==> src/rtl/throw_physics_if.sv <==
// Throw handshake between the turn controller and the projectile engine.
// The controller drives the command side; the engine returns the completion
// and hit pulses.
interface throw_physics_if;
    logic       throw_command;
    logic [7:0] power;
    logic       cat_turn;
    logic       dog_turn;
    logic       cat_throw_complete;
    logic       dog_throw_complete;
    logic       hit_cat;
    logic       hit_dog;

    modport master (
        output throw_command, power, cat_turn, dog_turn,
        input  cat_throw_complete, dog_throw_complete, hit_cat, hit_dog
    );

    modport slave (
        input  throw_command, power, cat_turn, dog_turn,
        output cat_throw_complete, dog_throw_complete, hit_cat, hit_dog
    );
endinterface

==> src/rtl/throw_physics.sv <==
// Projectile engine: accepts a throw from the side holding the turn, steps a
// gravity trajectory once every TICK_DIV cycles, and reports the end of the
// throw (hit, out of bounds or landing) as one-cycle pulses.
module throw_physics #(
    parameter int SCREEN_W = 1024,
    parameter int GROUND_Y = 700,
    parameter int LAUNCH_Y = 699,
    parameter int CAT_X    = 100,
    parameter int DOG_X    = 900,
    parameter int HIT_R    = 16,
    parameter int TARGET_H = 48,
    parameter int GRAVITY  = 1,
    parameter int TICK_DIV = 650000
) (
    input  logic              clk,
    input  logic              rst,
    throw_physics_if.slave    bus,
    output logic              proj_active,
    output logic [10:0]       proj_x,
    output logic [10:0]       proj_y
);

    localparam int CNT_W = $clog2(TICK_DIV);
    localparam logic [CNT_W-1:0] CNT_LAST = CNT_W'(TICK_DIV - 1);

    // Geometry constants in the 13-bit signed datapath domain
    localparam logic signed [12:0] X_MAX    = 13'(SCREEN_W - 1);
    localparam logic signed [12:0] GROUND_S = 13'(GROUND_Y);
    localparam logic signed [12:0] LAUNCH_S = 13'(LAUNCH_Y);
    localparam logic signed [12:0] CAT_XS   = 13'(CAT_X);
    localparam logic signed [12:0] DOG_XS   = 13'(DOG_X);
    localparam logic signed [12:0] HIT_HI   = 13'(HIT_R);
    localparam logic signed [12:0] HIT_LO   = 13'(-HIT_R);
    localparam logic signed [12:0] HIT_TOP  = 13'(GROUND_Y - TARGET_H);
    localparam logic signed [12:0] GRAV_S   = 13'(GRAVITY);

    typedef enum logic [1:0] {IDLE, LAUNCH, FLIGHT, DONE} state_t;

    state_t state, state_n;

    logic signed [12:0] x, y, vx, vy;
    logic [CNT_W-1:0]   cnt;
    logic               side_dog;
    logic [7:0]         pwr;
    logic               hit_flag;

    logic               accept;
    logic               tick;
    logic signed [12:0] nx, ny, nvy, dx, tgt_x;
    logic signed [12:0] vx_mag, vy_mag;
    logic               step_hit, step_oob, step_land;
    logic               cat_done, dog_done, cat_hit, dog_hit;

    // A throw is only taken when exactly one side claims the turn
    assign accept = bus.throw_command & (bus.cat_turn ^ bus.dog_turn);
    assign tick   = (cnt == CNT_LAST);

    // Candidate next position and velocity, all from the current values
    assign nx     = x + vx;
    assign ny     = y + vy;
    assign nvy    = vy + GRAV_S;
    assign tgt_x  = side_dog ? CAT_XS : DOG_XS;
    assign dx     = nx - tgt_x;
    assign vx_mag = $signed({9'd0, pwr[7:4]});
    assign vy_mag = $signed({8'd0, pwr[7:3]});

    assign step_hit  = (dx >= HIT_LO) && (dx <= HIT_HI) && (ny >= HIT_TOP);
    assign step_oob  = nx[12] || (nx > X_MAX);
    assign step_land = (ny >= GROUND_S);

    // State register
    always_ff @(posedge clk) begin
        if (rst) state <= IDLE;
        else     state <= state_n;
    end

    // Next-state and completion/hit pulse decode
    always_comb begin
        state_n     = state;
        cat_done    = 1'b0;
        dog_done    = 1'b0;
        cat_hit     = 1'b0;
        dog_hit     = 1'b0;
        proj_active = 1'b0;
        case (state)
            IDLE:   if (accept) state_n = LAUNCH;
            LAUNCH: begin
                proj_active = 1'b1;
                state_n     = FLIGHT;
            end
            FLIGHT: begin
                proj_active = 1'b1;
                if (tick && (step_hit || step_oob || step_land)) state_n = DONE;
            end
            DONE: begin
                state_n  = IDLE;
                cat_done = ~side_dog;
                dog_done = side_dog;
                dog_hit  = ~side_dog & hit_flag;
                cat_hit  = side_dog & hit_flag;
            end
            default: state_n = IDLE;
        endcase
    end

    assign bus.cat_throw_complete = cat_done;
    assign bus.dog_throw_complete = dog_done;
    assign bus.hit_cat            = cat_hit;
    assign bus.hit_dog            = dog_hit;

    // Trajectory datapath: latch the throw, load launch values, step physics
    always_ff @(posedge clk) begin
        if (rst) begin
            x        <= '0;
            y        <= '0;
            vx       <= '0;
            vy       <= '0;
            cnt      <= '0;
            side_dog <= 1'b0;
            pwr      <= '0;
            hit_flag <= 1'b0;
        end else begin
            case (state)
                IDLE: begin
                    if (accept) begin
                        side_dog <= bus.dog_turn;
                        pwr      <= bus.power;
                        hit_flag <= 1'b0;
                    end
                end
                LAUNCH: begin
                    x   <= side_dog ? DOG_XS : CAT_XS;
                    y   <= LAUNCH_S;
                    vx  <= side_dog ? -vx_mag : vx_mag;
                    vy  <= -vy_mag;
                    cnt <= '0;
                end
                FLIGHT: begin
                    if (tick) begin
                        cnt <= '0;
                        vy  <= nvy;
                        if (step_hit) begin
                            x        <= nx;
                            y        <= ny;
                            hit_flag <= 1'b1;
                        end else if (step_oob) begin
                            x <= nx[12] ? 13'sd0 : X_MAX;
                            y <= ny;
                        end else if (step_land) begin
                            x <= nx;
                            y <= GROUND_S;
                        end else begin
                            x <= nx;
                            y <= ny;
                        end
                    end else begin
                        cnt <= cnt + CNT_W'(1);
                    end
                end
                default: ;
            endcase
        end
    end

    assign proj_x = x[10:0];
    assign proj_y = y[10:0];

endmodule

==> src/flat_wrapper.sv <==
// flat-port wrapper written by rule: the top's interface ports become plain ports
module throw_physics_flat 
#(
    parameter int SCREEN_W = 1024,
    parameter int GROUND_Y = 700,
    parameter int LAUNCH_Y = 699,
    parameter int CAT_X    = 100,
    parameter int DOG_X    = 900,
    parameter int HIT_R    = 16,
    parameter int TARGET_H = 48,
    parameter int GRAVITY  = 1,
    parameter int TICK_DIV = 650000
)
  (clk, rst, proj_active, proj_x, proj_y, bus_throw_command, bus_power, bus_cat_turn, bus_dog_turn, bus_cat_throw_complete, bus_dog_throw_complete, bus_hit_cat, bus_hit_dog);
  throw_physics_if bus_i ();
  input  logic clk;
  input  logic rst;
  output logic proj_active;
  output logic [10:0] proj_x;
  output logic [10:0] proj_y;
  input wire logic [$bits(bus_i.throw_command)-1:0] bus_throw_command;
  input wire logic [$bits(bus_i.power)-1:0] bus_power;
  input wire logic [$bits(bus_i.cat_turn)-1:0] bus_cat_turn;
  input wire logic [$bits(bus_i.dog_turn)-1:0] bus_dog_turn;
  output wire logic [$bits(bus_i.cat_throw_complete)-1:0] bus_cat_throw_complete;
  output wire logic [$bits(bus_i.dog_throw_complete)-1:0] bus_dog_throw_complete;
  output wire logic [$bits(bus_i.hit_cat)-1:0] bus_hit_cat;
  output wire logic [$bits(bus_i.hit_dog)-1:0] bus_hit_dog;
  assign bus_i.throw_command = bus_throw_command;
  assign bus_i.power = bus_power;
  assign bus_i.cat_turn = bus_cat_turn;
  assign bus_i.dog_turn = bus_dog_turn;
  assign bus_cat_throw_complete = bus_i.cat_throw_complete;
  assign bus_dog_throw_complete = bus_i.dog_throw_complete;
  assign bus_hit_cat = bus_i.hit_cat;
  assign bus_hit_dog = bus_i.hit_dog;
  throw_physics #(.SCREEN_W(SCREEN_W), .GROUND_Y(GROUND_Y), .LAUNCH_Y(LAUNCH_Y), .CAT_X(CAT_X), .DOG_X(DOG_X), .HIT_R(HIT_R), .TARGET_H(TARGET_H), .GRAVITY(GRAVITY), .TICK_DIV(TICK_DIV)) u_core (.clk(clk), .rst(rst), .bus(bus_i), .proj_active(proj_active), .proj_x(proj_x), .proj_y(proj_y));
endmodule
==> config.mk <==
export PLATFORM = sky130hd
export DESIGN_NAME = throw_physics_flat
export DESIGN_NICKNAME = d
export VERILOG_FILES = /design/src/rtl/throw_physics_if.sv /design/src/rtl/throw_physics.sv /design/src/flat_wrapper.sv
export SDC_FILE = /design/constraint.sdc
export NUM_CORES = 1
export LEC_CHECK = 0
export CAP_MARGIN = 20
export CORE_MARGIN = 8
export CORE_UTILIZATION = 45
export CTS_CLUSTER_SIZE = 12
export DETAILED_ROUTE_END_ITERATION = 6
export PLACE_DENSITY_LB_ADDON = 0.12
export SLEW_MARGIN = 20
export SYNTH_ARGS = -nofsm -noshare
export SYNTH_HDL_FRONTEND = slang
export SYNTH_SLANG_ARGS = --single-unit
export TNS_END_PERCENT = 50
==> constraint.sdc <==
create_clock -name clk -period 6 [get_ports clk]
set_clock_uncertainty 0.15 [all_clocks]
set_input_delay 1.2 -clock clk [delete_from_list [all_inputs] [get_ports clk]]
set_output_delay 1.2 -clock clk [all_outputs]
set_load 0.005 [all_outputs]
==> results.md <==
Layout:
- Cells with a size suffix above 1 make up 6.68% of the layout.
- The cell area after layout is around 0.0063 mm².
- The area growth from synthesis to layout is 10.9%.
- After the last flow step, the layout net total stands at 756.
- 0 antenna diodes ended up in the layout.

Outcome:
- The flow ran to the end, and the final reports show no timing, DRC or antenna violations.

STA:
- The hold violation total from the final report came to 0.
- The count of final max-slew check failures came to 0.
- The routed design could run at a clock period as short as about 5.0 ns.
- For the pin with the worst max-slew slack, the measured transition is 1.00 ns.
- Setup repair after global routing left no endpoint under its margin.
- In the finished design, the share of the clock period the worst path needs comes to 84.1%.
- Adding up every negative setup slack in the final design gives 0 ns.
- Setup violations remaining at the end of the flow were counted as 0.
- Based on the critical path, the design can be clocked at up to 0.198 GHz.
- The relative slew slack is approximately 33%.

Synth:
- The commonest cells after synthesis are dfxtp_1, nor2_1, nand2_1, a21oi_1, ha_1.
- For this run, asynchronously set or reset flops after synthesis account for 0%.
- Dividing the synthesized area by the synthesized cell count gives 8.14 µm².
- The most instantiated library cell after synthesis is dfxtp_1.
- The number of instances in the synthesized netlist is between 600 and 700.
- Synthesis inferred 75 register bits.
- The synthesized netlist occupies a cell area of 0.00569 mm².
- The number of flops mapped to enable cells by yosys is 0.
- Yosys attributes the largest share of cell area to dfxtp_1, ha_1, nor2_1.
- When the netlist entered floorplanning its net count stood at 756.
- The distinct cell type count after synthesis is 85.
- The proportion of netlist area held by the largest area contributor is between 20% and 30%.
- After synthesis, flip-flops and latches occupy a little over a quarter of the total area.
- The most used flip-flop cell after synthesis is dfxtp_1.
- The dominant cell type by area after synthesis is dfxtp_1.
- The number of warnings printed during yosys synthesis is 0.

Clock network:
- The clock buffer count from CTS is 9.
- The insertion delay to the later sink of the worst-skew pair is roughly 0.33 ns.
- The clock sink total is 75.
- Gates resized during post-CTS repair numbered 0.
- Buffers added to address setup during post-CTS repair amount to 0.
- The cell chosen for the clock root is clkbuf_16.
- The number of buffers between clock root and the deepest sink is 2.
- The clock tree synthesis step divided the H-tree into 3 levels.
- TritonCTS built the clock tree.
- Clock-pin slew was measured on the worst setup and hold paths at ~0.06 ns.
- The number of hold-repair buffers added at the cts stage is 0.

Flow run:
- The max-cap check violation count is 0.

Pwr:
- The clock network fraction of total power is 23.1%.
- The analysis attributes to cell leakage a power of 2.46 nW.
- Per report_power, the combinational group accounts for 49.6% of the total.
- Internal power comes to 0.00145 W.
- IR analysis of the VDD net gives a maximum drop of slightly above 0.2 mV.
- In this run the power spent charging and discharging nets is around 0.0011 W.
- The proportion of power drawn by flip-flops and latches is 27.3%.
- The power per cell area is 397 mW/mm².
- In this run switching power makes up a little over two fifths of total power.

Drt:
- In the final routed layout, each cell accounts on average for 16.7 µm.
- The detailed router finished its first iteration with 340 violations.
- Once detail routing completed, the nets flagged for antenna violations numbered 0.
- The first-pass detailed-route iteration total is 5.
- After detailed routing, the total wire length is 14600 µm.
- The routed via count divided by cell count is between 5 and 6.
- The total number of vias is 5049.
- The DRC violation count after routing is 0.

Global route:
- The number of antenna violations at the first check in global routing is 0.
- The first-pass GRT wire length is 24600 µm.
- Global routing consumed, over all layers together, 18.4% of the routing resources.
- The total congestion overflow is 0.
- The via count of the first global-routing pass is 5032.
- Entering global routing, the biggest net connects 45 pins.

Floorplanning:
- The core region is 0.0125 mm².
- In this run the vertical extent of the chip is approximately 130 µm.
- The initial core utilization is between 40% and 50%.
- The die covers 0.0165 mm².
- 40 I/O pins were placed.
- From left edge to right edge, the die measures 128 µm.
- After floorplanning, the core was divided into 41 placement rows.

Placed design:
- After detailed placement, the total cell area comes to 0.00599 mm².
- The post-DP HPWL is approximately 11000 µm.
- The number of buffers inserted by port buffering is 36.
- The last weighted congestion value of the routability-driven placer is slightly below 0.9.

Worst setup path:
- At the worst endpoint, the arrival time is approximately 5 ns.
- The depth of the most critical reg-to-reg path is 16.
- The critical path starts at u_core.vx[10]$_SDFFE_PP0P_.
- The worst setup path is captured at a flop.
- The required time of the critical path is about 6 ns.
- STA classifies the critical path startpoint as a flop.
- The setup check on the worst reg-to-reg path leaves a slack of approximately 0.96 ns.
- The capturing point of the worst reg2reg path is u_core.x[8]$_SDFFE_PP0P_.
- In this run the worst setup path terminates at u_core.x[8]$_SDFFE_PP0P_.
- The critical path class is reg2reg.
- Of all nets on the critical path, the largest fanout is 10.
- In this run the critical register-to-register path is launched from u_core.vx[10]$_SDFFE_PP0P_.

Worst hold path:
- The start point of the worst min-delay path is u_core.x[11]$_SDFFE_PP0P_.
- The classification of the worst-slack hold path is reg2reg.
through the flow:
step	utilization [%]	setup slack (ns)	cells	hold slack (ns)	total power [W]
after floorplan	-	1.56	699	0.290	0.00162
after global placement	48.1	1.02	860	0.304	0.00189
after detailed placement	48.1	0.973	860	0.312	0.00193
after CTS	50.6	0.924	876	0.320	0.00252
after global routing	50.6	0.534	876	0.339	0.00269
final	50.6	0.956	876	0.316	0.00250
cell usage in the layout (no fill, tap or decap), drive strengths merged, types with 5 or more instances in the layout:
cell            n
o211ai          8
nor2           73
nor4            8
dfxtp          75
a31oi           6
nand4          15
xor2           24
nand2b         10
o21ai          34
inv            28
a311oi          7
clkdlybuf4s50  35
ha             42
nor2b           8
and3           10
o221a           7
a211oi         17
a21o           11
mux2i          12
nor3           21
xnor2          22
clkbuf          9
nand2          60
a21oi          49
and2            6
o31ai           6
nor3b           5
nand3          17
o21a            6
worst min-delay path by stage:
| stage | slack (ns) | cells past startpoint | to |
|---|---|---|---|
| finish | 0.32 | 2 | u_core.x[11]$_SDFFE_PP0P_ |
| global route | 0.34 | 2 | u_core.x[11]$_SDFFE_PP0P_ |
| CTS | 0.32 | 2 | u_core.x[12]$_SDFFE_PP0P_ |
| detailed placement | 0.31 | 2 | u_core.x[12]$_SDFFE_PP0P_ |
| global placement | 0.30 | 2 | u_core.x[11]$_SDFFE_PP0P_ |
| floorplan | 0.29 | 2 | u_core.x[11]$_SDFFE_PP0P_ |
final cells by class:
cell class              instances  area [µm²]
fillers                      1210        6160
multi-input cells             547        3800
flip-flops and latches         75        1500
repair buffers                 38         370
clock buffers                   9         225
well taps                     172         215
inverters                      28         105
clock inverters                 7        91.3
worst max-delay path: stages (launching register included):
cell and delay, ns:
dfxtp_1 0.51, ha_1 0.45, a21oi_1 0.30, o21ai_0 0.19, a311oi_1 0.34, nor2_1 0.16, ha_1 0.38, o211ai_1 0.16
a311oi_4 0.36, o21a_1 0.17, nor2_1 0.03, or4_1 0.50, nor4_1 0.29, mux2_4 0.29, a21boi_2 0.14, o21bai_1 0.24
o221a_1 0.27
power groups by stage:
stage	sequential, W	clock [W]	combinational [W]
detailed placement	0.000694	0	0.00123
finish	0.000684	0.000578	0.00124
global placement	0.000691	0	0.00120
global route	0.000698	0.000607	0.00138
CTS	0.000683	0.000590	0.00124
floorplan	0.000661	0	0.000955
registers in the layout, summed over array words and instances, names as in the netlist:
register         flops
u_core.pwr           5
u_core.cnt          20
u_core.side_dog      1
u_core.state         2
u_core.hit_flag      1
u_core.y            13
u_core.x            13
u_core.vx            7
u_core.vy           13
kinds of logic after synthesis:
group / synth area share, %
xor gates and xnor gates: 7.54
buffers and inverters: 6.84
adders and majority gates: 9.94
DFF: 26.4
muxes: 2.57
and+or+nand+nor: 22.5
AOI/OAI and AO/OA: 24.2
layer usage:
metal / vias up / share of wire (%) / routed length, µm / track usage (%)
li1: 2538 / - / - / -
met1: 2408 / 45 / 6580 / 21.8
met2: 84 / 50 / 7270 / 33.1
met3: 19 / 3.5 / 510 / 2.85
met4: 0 / 1.7 / 246 / 5.94
met5: - / 0 / 0 / 0
No activity file was read; power rests on OpenSTA's default activity.
